### src/rtl/cond_logic.sv
// cond_logic: ARM condition check on registered NZCV flags, gated PCSrc/RegWrite/MemWrite, flag register and saturating exec/skip counters
module cond_logic #(
   parameter int CNT_W = 16
) (
   input  logic             clk,
   input  logic             reset,
   input  logic             InstrValid,
   input  logic [3:0]       Cond,
   input  logic [3:0]       ALUFlags,
   input  logic [1:0]       FlagW,
   input  logic             PCS,
   input  logic             RegW,
   input  logic             MemW,
   output logic             PCSrc,
   output logic             RegWrite,
   output logic             MemWrite,
   output logic             CondEx,
   output logic [3:0]       Flags,
   output logic [CNT_W-1:0] ExecCount,
   output logic [CNT_W-1:0] SkipCount
);
   logic n, z, c, v, fire;
   assign {n, z, c, v} = Flags;
   always_comb begin
      CondEx = 1'b0;
      case (Cond)
         4'b0000: CondEx = z;
         4'b0001: CondEx = !z;
         4'b0010: CondEx = c;
         4'b0011: CondEx = !c;
         4'b0100: CondEx = n;
         4'b0101: CondEx = !n;
         4'b0110: CondEx = v;
         4'b0111: CondEx = !v;
         4'b1000: CondEx = c & !z;
         4'b1001: CondEx = !c | z;
         4'b1010: CondEx = n == v;
         4'b1011: CondEx = n != v;
         4'b1100: CondEx = !z & (n == v);
         4'b1101: CondEx = z | (n != v);
         4'b1110: CondEx = 1'b1;
         default: CondEx = 1'b0;
      endcase
   end
   assign fire     = reset & InstrValid & CondEx;
   assign PCSrc    = PCS & fire;
   assign RegWrite = RegW & fire;
   assign MemWrite = MemW & fire;
   always_ff @(posedge clk) begin
      if (!reset) begin
         Flags     <= '0;
         ExecCount <= '0;
         SkipCount <= '0;
      end else if (InstrValid) begin
         if (CondEx) begin
            if (FlagW[1]) Flags[3:2] <= ALUFlags[3:2];
            if (FlagW[0]) Flags[1:0] <= ALUFlags[1:0];
            ExecCount <= (&ExecCount) ? ExecCount : ExecCount + 1'b1;
         end else begin
            SkipCount <= (&SkipCount) ? SkipCount : SkipCount + 1'b1;
         end
      end
   end
endmodule
### config.mk
export PLATFORM = sky130hd
export DESIGN_NAME = cond_logic
export DESIGN_NICKNAME = d
export VERILOG_FILES = /design/src/rtl/cond_logic.sv
export SDC_FILE = /design/constraint.sdc
export NUM_CORES = 1
export LEC_CHECK = 0
export CELL_PAD_IN_SITES_DETAIL_PLACEMENT = 1
export CELL_PAD_IN_SITES_GLOBAL_PLACEMENT = 1
export CORE_MARGIN = 1.5
export CORE_UTILIZATION = 32
export CTS_CLUSTER_SIZE = 30
export DETAILED_ROUTE_END_ITERATION = 6
export PLACE_DENSITY = 0.79
export SETUP_SLACK_MARGIN = 0.05
export SLEW_MARGIN = 0
export SYNTH_ARGS = -nofsm -noshare
export SYNTH_HDL_FRONTEND = slang
export SYNTH_SLANG_ARGS = --single-unit
### constraint.sdc
create_clock -name clk -period 2.3 [get_ports clk]
set_input_delay 0.345 -clock clk [delete_from_list [all_inputs] [get_ports clk]]
set_output_delay 0.345 -clock clk [all_outputs]
set_load 0.005 [all_outputs]
## Yosys cells after proc, flatten, opt, wreduce, memory -nomap -nowiden

Cells that the tools add are included.
Widths: inputs -> output; s select.

- Flip-flop bits (word level): 36
- Input bits: 16

- Add/subtract/negate cells: 2
- Equal/unequal tests: 16
- Muxes and demuxes: 1
- Bitwise operators: 12
- Reduce and logical (&&, ||, !) cells: 11

Operator list:

| operator | count |
|---|---|
| $add 16x1->16 const B | 2 |
| $reduce_and 16->1 | 2 |
| $eq 4x4->1 const B | 7 |
| $eq 4x3->1 const B | 4 |
| $pmux 1 s15 | 1 |
| $reduce_and 3->1 | 4 |
| $eq 4x2->1 const B | 2 |
| $and 1x1->1 | 7 |
| $eq 4x1->1 const B | 1 |
| $logic_not 1->1 | 4 |
| $logic_not 4->1 | 1 |
| $not 1->1 | 3 |
| $or 1x1->1 | 2 |
| $eq 1x1->1 | 1 |
| $ne 1x1->1 | 1 |

## Longest topological paths before layout

Gate-level depths: netlist of the first run.

- Depth in word-level cells: 5
- Depth in mapped cells: 10
- Mapped depth without buffers: 7

## Worst setup path before layout of the first run

No wires, ideal clock.

- Path type: in2out
- From: input port Cond[0]
- To: output port MemWrite
- Data arrival time: 1.960 ns
- Path slack: -0.005 ns
- Cell stages on the path: 9
- Cells stage by stage: buf_2 or4_1 o311a_1 and3_1 buf_6 buf_6 buf_6 nor2_1 and3_1

- Word-level cells in the longest chain between the ends: 4

RTL lines:

| what | RTL line | source |
|---|---|---|
| from (decl) | 8 | `input logic [3:0] Cond,` |
| $eq 4x4->1, or another cell as far along | 26 | `case (Cond)` |
| $pmux 1 s15 * | 26 |  |
| $and 1x1->1 * | 45 | `assign fire = reset & InstrValid & CondEx;` |
| $and 1x1->1 * | 48 | `assign MemWrite = MemW & fire;` |
| to (decl) | 16 | `output logic MemWrite,` |

Every way passes the cells marked *; elsewhere a longest branch is shown, timed or not.

## Worst setup path in the final report of the first run

- From: register Flags[3]
- To: output port RegWrite

- Word-level cells in the longest chain between the ends: 5

RTL lines:

| what | RTL line | source |
|---|---|---|
| from (decl) | 18 | `output logic [3:0] Flags,` |
| from (signal assigned) | 56 | `if (FlagW[1]) Flags[3:2] <= ALUFlags[3:2];` |
| $ne 1x1->1 or $eq 1x1->1 (tied branches) | - |  |
| $or 1x1->1 or $and 1x1->1 (tied branches) | 40, 39 |  |
| $pmux 1 s15 * | 26 |  |
| $and 1x1->1 * | 45 |  |
| $and 1x1->1 * | 47 | `assign RegWrite = RegW & fire;` |
| to (decl) | 15 | `output logic RegWrite,` |

Marked as above.

==> results.txt, run 1 <==
outcome = complete, but fails checks
violations in the final reports = negative setup slack
number of failing hold endpoints at the final stage = 0
R2R Setup Slk = 0.01 ns
antenna violations before repair = 0
type of element launching the critical path = flop
area of the die = 6966 um^2
worst clock skew = 0.007293 ns
top routing layer used = met4
filler cell count = 744
number of I/O port buffers = 55
complex-gate fraction of the synthesized area = 17.03%
netlist area before placement = 2072 um^2
Max H-tree Level = 2
ratio of final minimum period to clock period = 100.6%
clock period minus worst slack = 2.315 ns
XOR/XNOR share of the synthesized area = 0.8454%
proportion of synthesized flip-flops having asynchronous set or reset = 0%
wire length on met3 = 271 um
Avg WL per Cell = 18.12 um
I/O pin count = 56
clock latency of the later-clocked register in the worst-skew pair = 0.29 ns
detail-routed via count per cell = 5.484
minimum hold slack = 0.4981 ns
arrival time of the worst setup path = 1.97 ns
first-pass GRT wire length = 11,030 um
sequential area share after synthesis = 34.78%
antenna-violating nets left = 0
1st-iter DRT viols = 65
total number of vias = 2,276
dominant combinational cell family by area after synthesis = simple AND/OR/NAND/NOR gates
max-capacitance violation count = 0
proportion of synthesized area in mux cells = 7.246%
leakage power summed over all cells = 1.117 nW
number of global-route vias before repair = 2,263
initial core utilization = 32.82%
final standard cell area without fillers = 3257 um^2
met2 routed wirelength = 3915 um
area share of the leading cell type in the synthesized netlist = 34.78%
power per unit of standard cell area = 471.3 nW/um^2
data required time at the worst endpoint = 1.96 ns
most common flop cell mapped by yosys = sky130_fd_sc_hd__dfxtp_1
simple logic cell fraction of the synthesized area = 33.76%
final worst slack = -0.01485 ns
std cell rows = 29
sort of element at the end of the critical path = output port
top cells by area in the synthesized netlist = sky130_fd_sc_hd__dfxtp_1, sky130_fd_sc_hd__mux2i_1, sky130_fd_sc_hd__nand2_1
Area after DPL = 2853 um^2
clock sink count = 36
post-synthesis share of cell area spent on full adders, half adders and majority gates = 1.208%
VDD IR max = 0.2311 mV
flip-flop and latch count after synthesis = 36
worst setup path category = reg2out
type of the most critical hold path = reg2reg
signed area change from the synthesized netlist to the final layout = 57.19%
Setup-failing EPs final = 3
GRT Residual Overflow = 0
achievable frequency = 432.0 MHz
Cell variety after synth = 39
net count reported at finish = 355
library cell occupying the most area in the post-synthesis netlist = sky130_fd_sc_hd__dfxtp_1
non-filler cells in the finished layout = 415
CTS tree = built
syn avg cell area = 8.125 um^2
Yosys warning total = 0
total instance count after detailed placement = 399
post-layout utilization of the core = 51.59%
clock transition at the registers of the reported paths = 0.09 ns
final estimated routing congestion in global placement = 0.8127
unrepaired setup endpoints after global routing = yes
final slew viol count = 0
number of enable flip-flop cells after synthesis = 0
maximum number of pins on one net before global-route repair = 27
Die Span Y = 83.47 um
worst setup slack after placement = -0.6349 ns
total global-route track usage = 19.24%
final wirelength = 7520 um
share of final-layout standard cells stronger than drive strength 1 = 25.74%
Clk Tree Root Cell = sky130_fd_sc_hd__clkbuf_8
Mapped Cells = 255
number of buffers between clock root and the deepest sink = 2
slew of the pin with the lowest slew margin = 0.8714 ns
normalized max-slew margin = 41.84%
die width = 83.47 um
ANT cells = 0
maximum fanout count along the critical path = 4
nets in the synthesized netlist = 273
number of clock buffers inserted by TritonCTS = 5
core region area = 6314 um^2
number of optimization iterations in the first detailed-route pass = 4
DRC Markers = 0
Routed met1 length = 3243 um
DPL Wire Length = 4687 um
## cells in the mapped netlist, types with 2 or more instances
library cell	n
sky130_fd_sc_hd__nor2b_1	2
sky130_fd_sc_hd__inv_1	8
sky130_fd_sc_hd__or4_1	13
sky130_fd_sc_hd__nor4_2	3
sky130_fd_sc_hd__ha_1	2
sky130_fd_sc_hd__clkbuf_1	10
sky130_fd_sc_hd__and4_1	2
sky130_fd_sc_hd__buf_6	3
sky130_fd_sc_hd__nand2_1	34
sky130_fd_sc_hd__xor2_1	2
sky130_fd_sc_hd__mux2i_1	15
sky130_fd_sc_hd__and3_1	12
sky130_fd_sc_hd__nand4_1	8
sky130_fd_sc_hd__o21ai_0	11
sky130_fd_sc_hd__nor2_1	3
sky130_fd_sc_hd__nor3_1	6
sky130_fd_sc_hd__or3_1	9
sky130_fd_sc_hd__dfxtp_1	36
sky130_fd_sc_hd__o31ai_1	13
sky130_fd_sc_hd__nand2b_1	11
sky130_fd_sc_hd__nand3_1	12
sky130_fd_sc_hd__a21oi_1	23
## per-layer routing
layer | vias up | global-route usage [%]
met5 | - | 0
met4 | 0 | 4.918
met3 | 10 | 3.264
met2 | 51 | 34.89
met1 | 1099 | 23.62
li1 | 1116 | -
## cell type report
cell class / instances / area, um^2 / area share (%)
clock buffers: 5 / 68.82 / 2.113
clock inverters: 3 / 42.54 / 1.306
inverters: 8 / 30.03 / 0.9220
multi-input cells: 197 / 1414 / 43.41
flip-flops and latches: 36 / 730.7 / 22.44
well taps: 77 / 96.34 / 2.958
repair buffers: 89 / 874.6 / 26.85
## layout by cell type, fill, tap and decap left out, types with 6 or more instances in the layout
cell	Yosys	final
sky130_fd_sc_hd__a21oi_2	0	8
sky130_fd_sc_hd__or3_1	9	6
sky130_fd_sc_hd__nand4_1	8	8
sky130_fd_sc_hd__buf_6	3	8
sky130_fd_sc_hd__o21ai_0	11	11
sky130_fd_sc_hd__inv_1	8	7
sky130_fd_sc_hd__buf_4	0	23
sky130_fd_sc_hd__nand2b_1	11	11
sky130_fd_sc_hd__clkdlybuf4s50_1	0	47
sky130_fd_sc_hd__or4_1	13	8
sky130_fd_sc_hd__dfxtp_1	36	32
sky130_fd_sc_hd__a21oi_1	23	15
sky130_fd_sc_hd__nand2_1	34	34
sky130_fd_sc_hd__o31ai_1	13	10
sky130_fd_sc_hd__mux2i_1	15	15
sky130_fd_sc_hd__nor3_1	6	6
sky130_fd_sc_hd__nand3_1	12	12
sky130_fd_sc_hd__and3_1	12	9
## critical path, stage by stage, from the launching register on
cell	delay [ns]
sky130_fd_sc_hd__dfxtp_4	0.38
sky130_fd_sc_hd__xor2_4	0.20
sky130_fd_sc_hd__and3_4	0.17
sky130_fd_sc_hd__o311ai_4	0.30
sky130_fd_sc_hd__and3_4	0.30
sky130_fd_sc_hd__nor2_4	0.04
sky130_fd_sc_hd__and3_4	0.17
sky130_fd_sc_hd__buf_6	0.11
## kinds of logic (layout without fill, tap and decap cells)
logic type / Yosys count / after routing
adders and majority gates: 2 / 2
and+or+nand+nor: 122 / 122
xor gates and xnor gates: 2 / 2
AOI/OAI and AO/OA: 56 / 56
DFF: 36 / 36
buffers and inverters: 22 / 105
muxes: 15 / 15
## state kept, by name (all words and copies together) (netlist names)
signal	cells
ExecCount	16
Flags	4
SkipCount	16
## report_power, final
part	switching [mW]	internal (mW)	total, mW
clock	0.261	0.321	0.582
combinational	0.150	0.160	0.311
sequential	0.0124	0.630	0.642
total	0.424	1.11	1.54
## final timing paths
check / from / endpoint / cells after the start
min: ExecCount[9]$_SDFFE_PN0P_ / ExecCount[9]$_SDFFE_PN0P_ / 2
max: Flags[3]$_SDFFE_PN0P_ / RegWrite / 7
min reg2reg: ExecCount[9]$_SDFFE_PN0P_ / ExecCount[9]$_SDFFE_PN0P_ / 2
max reg2reg: Flags[3]$_SDFFE_PN0P_ / SkipCount[0]$_SDFFE_PN0P_ / 10
## what timing repair did
action	CTS	global route
cloned	0	3
endpoints found under the setup margin	40	26
hold endpoints to repair	0	0
setup buffers	4	3
resized for setup	44	32
pin swaps	8	26
hold buffers	0	0
## stage by stage
stage	setup TNS, ns	power [mW]
after global routing	-0.4415	1.586
after CTS	-0.01166	1.470
after detailed placement	-16.77	0.8812
final	-0.02470	1.535
after global placement	-12.22	0.8717
after floorplan	0	0.7649
No activity file was read; power rests on OpenSTA's default activity.
==> run 2: changes to the inputs <==
--- a/config.mk
+++ b/config.mk
@@ -9,7 +9,7 @@
 export CELL_PAD_IN_SITES_GLOBAL_PLACEMENT = 1
 export CORE_MARGIN = 1.5
 export CORE_UTILIZATION = 32
-export CTS_CLUSTER_SIZE = 30
+export CTS_CLUSTER_SIZE = 25
 export DETAILED_ROUTE_END_ITERATION = 6
 export PLACE_DENSITY = 0.79
 export SETUP_SLACK_MARGIN = 0.05
==> results of run 2 <==
Same layout as run 1: the final DEF is identical, and so are final timing and power.
==> run 3: changes to the inputs <==
--- a/config.mk
+++ b/config.mk
@@ -5,10 +5,8 @@
 export SDC_FILE = /design/constraint.sdc
 export NUM_CORES = 1
 export LEC_CHECK = 0
-export CELL_PAD_IN_SITES_DETAIL_PLACEMENT = 1
-export CELL_PAD_IN_SITES_GLOBAL_PLACEMENT = 1
 export CORE_MARGIN = 1.5
-export CORE_UTILIZATION = 32
+export CORE_UTILIZATION = 44
 export CTS_CLUSTER_SIZE = 25
 export DETAILED_ROUTE_END_ITERATION = 6
 export PLACE_DENSITY = 0.79
==> run 3 against run 2 <==
Register-to-register slack gained 0.11 ns. Largest cell class unchanged. Highest routed layer unchanged. Critical path type is now in2out. Critical path depth rose by 1. The run ends with design-rule violations left. Clock power fell by 20%.
==> results.txt, run 3 (synthesis gave the netlist of run 1 again) <==
final slew viol count = 0 (unchanged)
arrival time of the worst setup path = 1.88 ns (was 1.97 ns)
cell-by-cell trace of the critical path = clkdlybuf4s15_1 > and2_1 > and3_4 > o311ai_4 > and3_4 > nor2_4 > and3_1 > buf_2 (was xor2_4 > and3_4 > o311ai_4 > and3_4 > nor2_4 > and3_4 > buf_6)
registers with the most flip-flops = ExecCount (16), SkipCount (16), Flags (4) (unchanged)
number of optimization iterations in the first detailed-route pass = 7 (was 4)
max-capacitance violation count = 0 (unchanged)
number of buffers between clock root and the deepest sink = 2 (unchanged)
routing usage on met1 = 29.29% (was 23.62%)
leakage power summed over all cells = 1.029 nW (was 1.117 nW)
signed area change from the synthesized netlist to the final layout = 44.14% (was 57.19%)
footprint of the multi-input gates = 1321 um^2 (was 1414 um^2)
met3 layer usage reported by global route = 5.767% (was 3.264%)
worst setup path category = in2out (was reg2out)
clock sink count = 36 (unchanged)
area of the die = 5129 um^2 (was 6966 um^2)
maximum fanout count along the critical path = 3 (was 4)
unrepaired setup endpoints after global routing = yes (unchanged)
initial core utilization = 46.62% (was 32.82%)
number of clock buffers inserted by TritonCTS = 5 (unchanged)
DPL Wire Length = 3842 um (was 4687 um)
Setup-failing EPs final = 0 (was 3)
commonest non-fill, non-tap cell in the layout = sky130_fd_sc_hd__clkdlybuf4s50_1 (unchanged)
worst clock skew = 0.008196 ns (was 0.007293 ns)
VDD IR max = 0.2833 mV (was 0.2311 mV)
detail-routed via count per cell = 5.723 (was 5.484)
clock latency of the later-clocked register in the worst-skew pair = 0.28 ns (was 0.29 ns)
power per unit of standard cell area = 448.2 nW/um^2 (was 471.3 nW/um^2)
final estimated routing congestion in global placement = 0.8700 (was 0.8127)
number of I/O port buffers = 55 (unchanged)
share of final-layout standard cells stronger than drive strength 1 = 16.31% (was 25.74%)
slew of the pin with the lowest slew margin = 0.7441 ns (was 0.8714 ns)
worst stage delay on the critical path = 0.28 ns (was 0.38 ns)
Register Area = 732.0 um^2 (was 730.7 um^2)
violations in the final reports = design-rule violations (was negative setup slack)
maximum number of pins on one net before global-route repair = 30 (was 27)
antenna violations before repair = 0 (unchanged)
DRC Markers = 1 (was 0)
net count reported at finish = 348 (was 355)
crit path buf inv count = 2 (was 1)
total number of vias = 2,192 (was 2,276)
type of the most critical hold path = reg2reg (unchanged)
outcome = complete, but fails checks (unchanged)
data required time at the worst endpoint = 1.96 ns (about the same)
number of global-route vias before repair = 2,047 (was 2,263)
Avg WL per Cell = 14.44 um (was 18.12 um)
first-pass GRT wire length = 9211 um (was 11,030 um)
CTS tree = built (unchanged)
core region area = 4444 um^2 (was 6314 um^2)
master of the slowest instance on the critical path = sky130_fd_sc_hd__o311ai_4 (was sky130_fd_sc_hd__dfxtp_4)
highest-utilization routing layer at the global route stage = met2 (unchanged)
number of failing hold endpoints at the final stage = 0 (unchanged)
clock period minus worst slack = 2.226 ns (was 2.315 ns)
most frequent CP cell = sky130_fd_sc_hd__and3_4 (unchanged)
normalized max-slew margin = 50.34% (was 41.84%)
Max H-tree Level = 2 (unchanged)
commonest cells after routing, fill and taps aside = sky130_fd_sc_hd__clkdlybuf4s50_1, sky130_fd_sc_hd__nand2_1, sky130_fd_sc_hd__dfxtp_1, sky130_fd_sc_hd__buf_4, sky130_fd_sc_hd__a21oi_1 (was sky130_fd_sc_hd__clkdlybuf4s50_1, sky130_fd_sc_hd__nand2_1, sky130_fd_sc_hd__dfxtp_1, sky130_fd_sc_hd__buf_4)
ANT cells = 0 (unchanged)
I/O pin count = 56 (unchanged)
type of element launching the critical path = primary input (was flop)
post-layout utilization of the core = 67.20% (was 51.59%)
achievable frequency = 449.3 MHz (was 432.0 MHz)
GRT Residual Overflow = 0 (unchanged)
1st-iter DRT viols = 166 (was 65)
Die Span Y = 71.62 um (was 83.47 um)
ratio of final minimum period to clock period = 96.78% (was 100.6%)
die width = 71.62 um (was 83.47 um)
total global-route track usage = 22.20% (was 19.24%)
cell family with most CP delay = simple AND/OR/NAND/NOR gates (unchanged)
Clk Tree Root Cell = sky130_fd_sc_hd__clkbuf_8 (unchanged)
sort of element at the end of the critical path = output port (unchanged)
clock transition at the registers of the reported paths = 0.07 ns (was 0.09 ns)
antenna-violating nets left = 0 (unchanged)
post-route setup TNS = 0 ns (was -0.02470 ns)
std cell rows = 24 (was 29)
final wirelength = 5530 um (was 7520 um)
filler cell count = 371 (was 744)
met2 Track Usage GR = 36.21% (was 34.89%)
run 3: stage by stage:
| step | hold slack [ns] | std cells | instance area (um^2) | total power [mW] | setup WS [ns] |
|---|---|---|---|---|---|
| 3_3_place_gp | 0.4626 | 371 | 2786 | 0.8581 | -0.5617 |
| 6_report | 0.4915 | 383 | 2987 | 1.339 | 0.07412 |
| 5_1_grt | 0.5223 | 383 | 2987 | 1.395 | 0.02031 |
| 4_1_cts | 0.4976 | 381 | 2929 | 1.327 | 0.05687 |
| 2_1_floorplan | 0.4673 | 255 | 2077 | 0.7649 | 0.07017 |
| 3_5_place_dp | 0.4872 | 371 | 2786 | 0.8614 | -0.6096 |
run 3: power breakdown:
group | total [mW] | switching [mW] | internal [mW]
Combinational | 0.233 | 0.117 | 0.116
Sequential | 0.641 | 0.0118 | 0.629
Clock | 0.465 | 0.220 | 0.245
Total | 1.34 | 0.349 | 0.990
run 3: path summary, 6_finish.rpt:
path / cells after the start / endpoint / from / slack [ns]
max: 8 / PCSrc / Cond[2] / 0.07
min: 2 / ExecCount[9]$_SDFFE_PN0P_ / ExecCount[9]$_SDFFE_PN0P_ / 0.49
max reg2reg: 8 / SkipCount[8]$_SDFFE_PN0P_ / Flags[0]$_SDFFE_PN0P_ / 0.12
min reg2reg: 2 / ExecCount[9]$_SDFFE_PN0P_ / ExecCount[9]$_SDFFE_PN0P_ / 0.49
run 3: tightest hold or removal path, delay by kind of cell (launching register included):
family	cells	cell delay, ns
simple gates	1	0.06
mux	1	0.05
flops	1	0.33
run 3: cell type report:
type | instances | area share (%)
well taps | 52 | 2.178
clock buffers | 8 | 3.016
multi-input cells | 197 | 44.24
repair buffers | 82 | 25.05
flip-flops and latches | 36 | 24.51
inverters | 8 | 1.005
run 3: routing by layer:
layer	vias up	share of wire (%)
li1	1103	-
met1	1025	46
met2	60	48
met3	4	4.9
met4	0	0.83
met5	-	0
run 3: timing repair:
item | 4_1_cts | 5_1_grt
endpoints found under the setup margin | 33 | 13
gates cloned | 0 | 0
hold buffers | 0 | 0
resized for setup | 33 | 9
buffers inserted | 2 | 2
pin swaps | 5 | 3
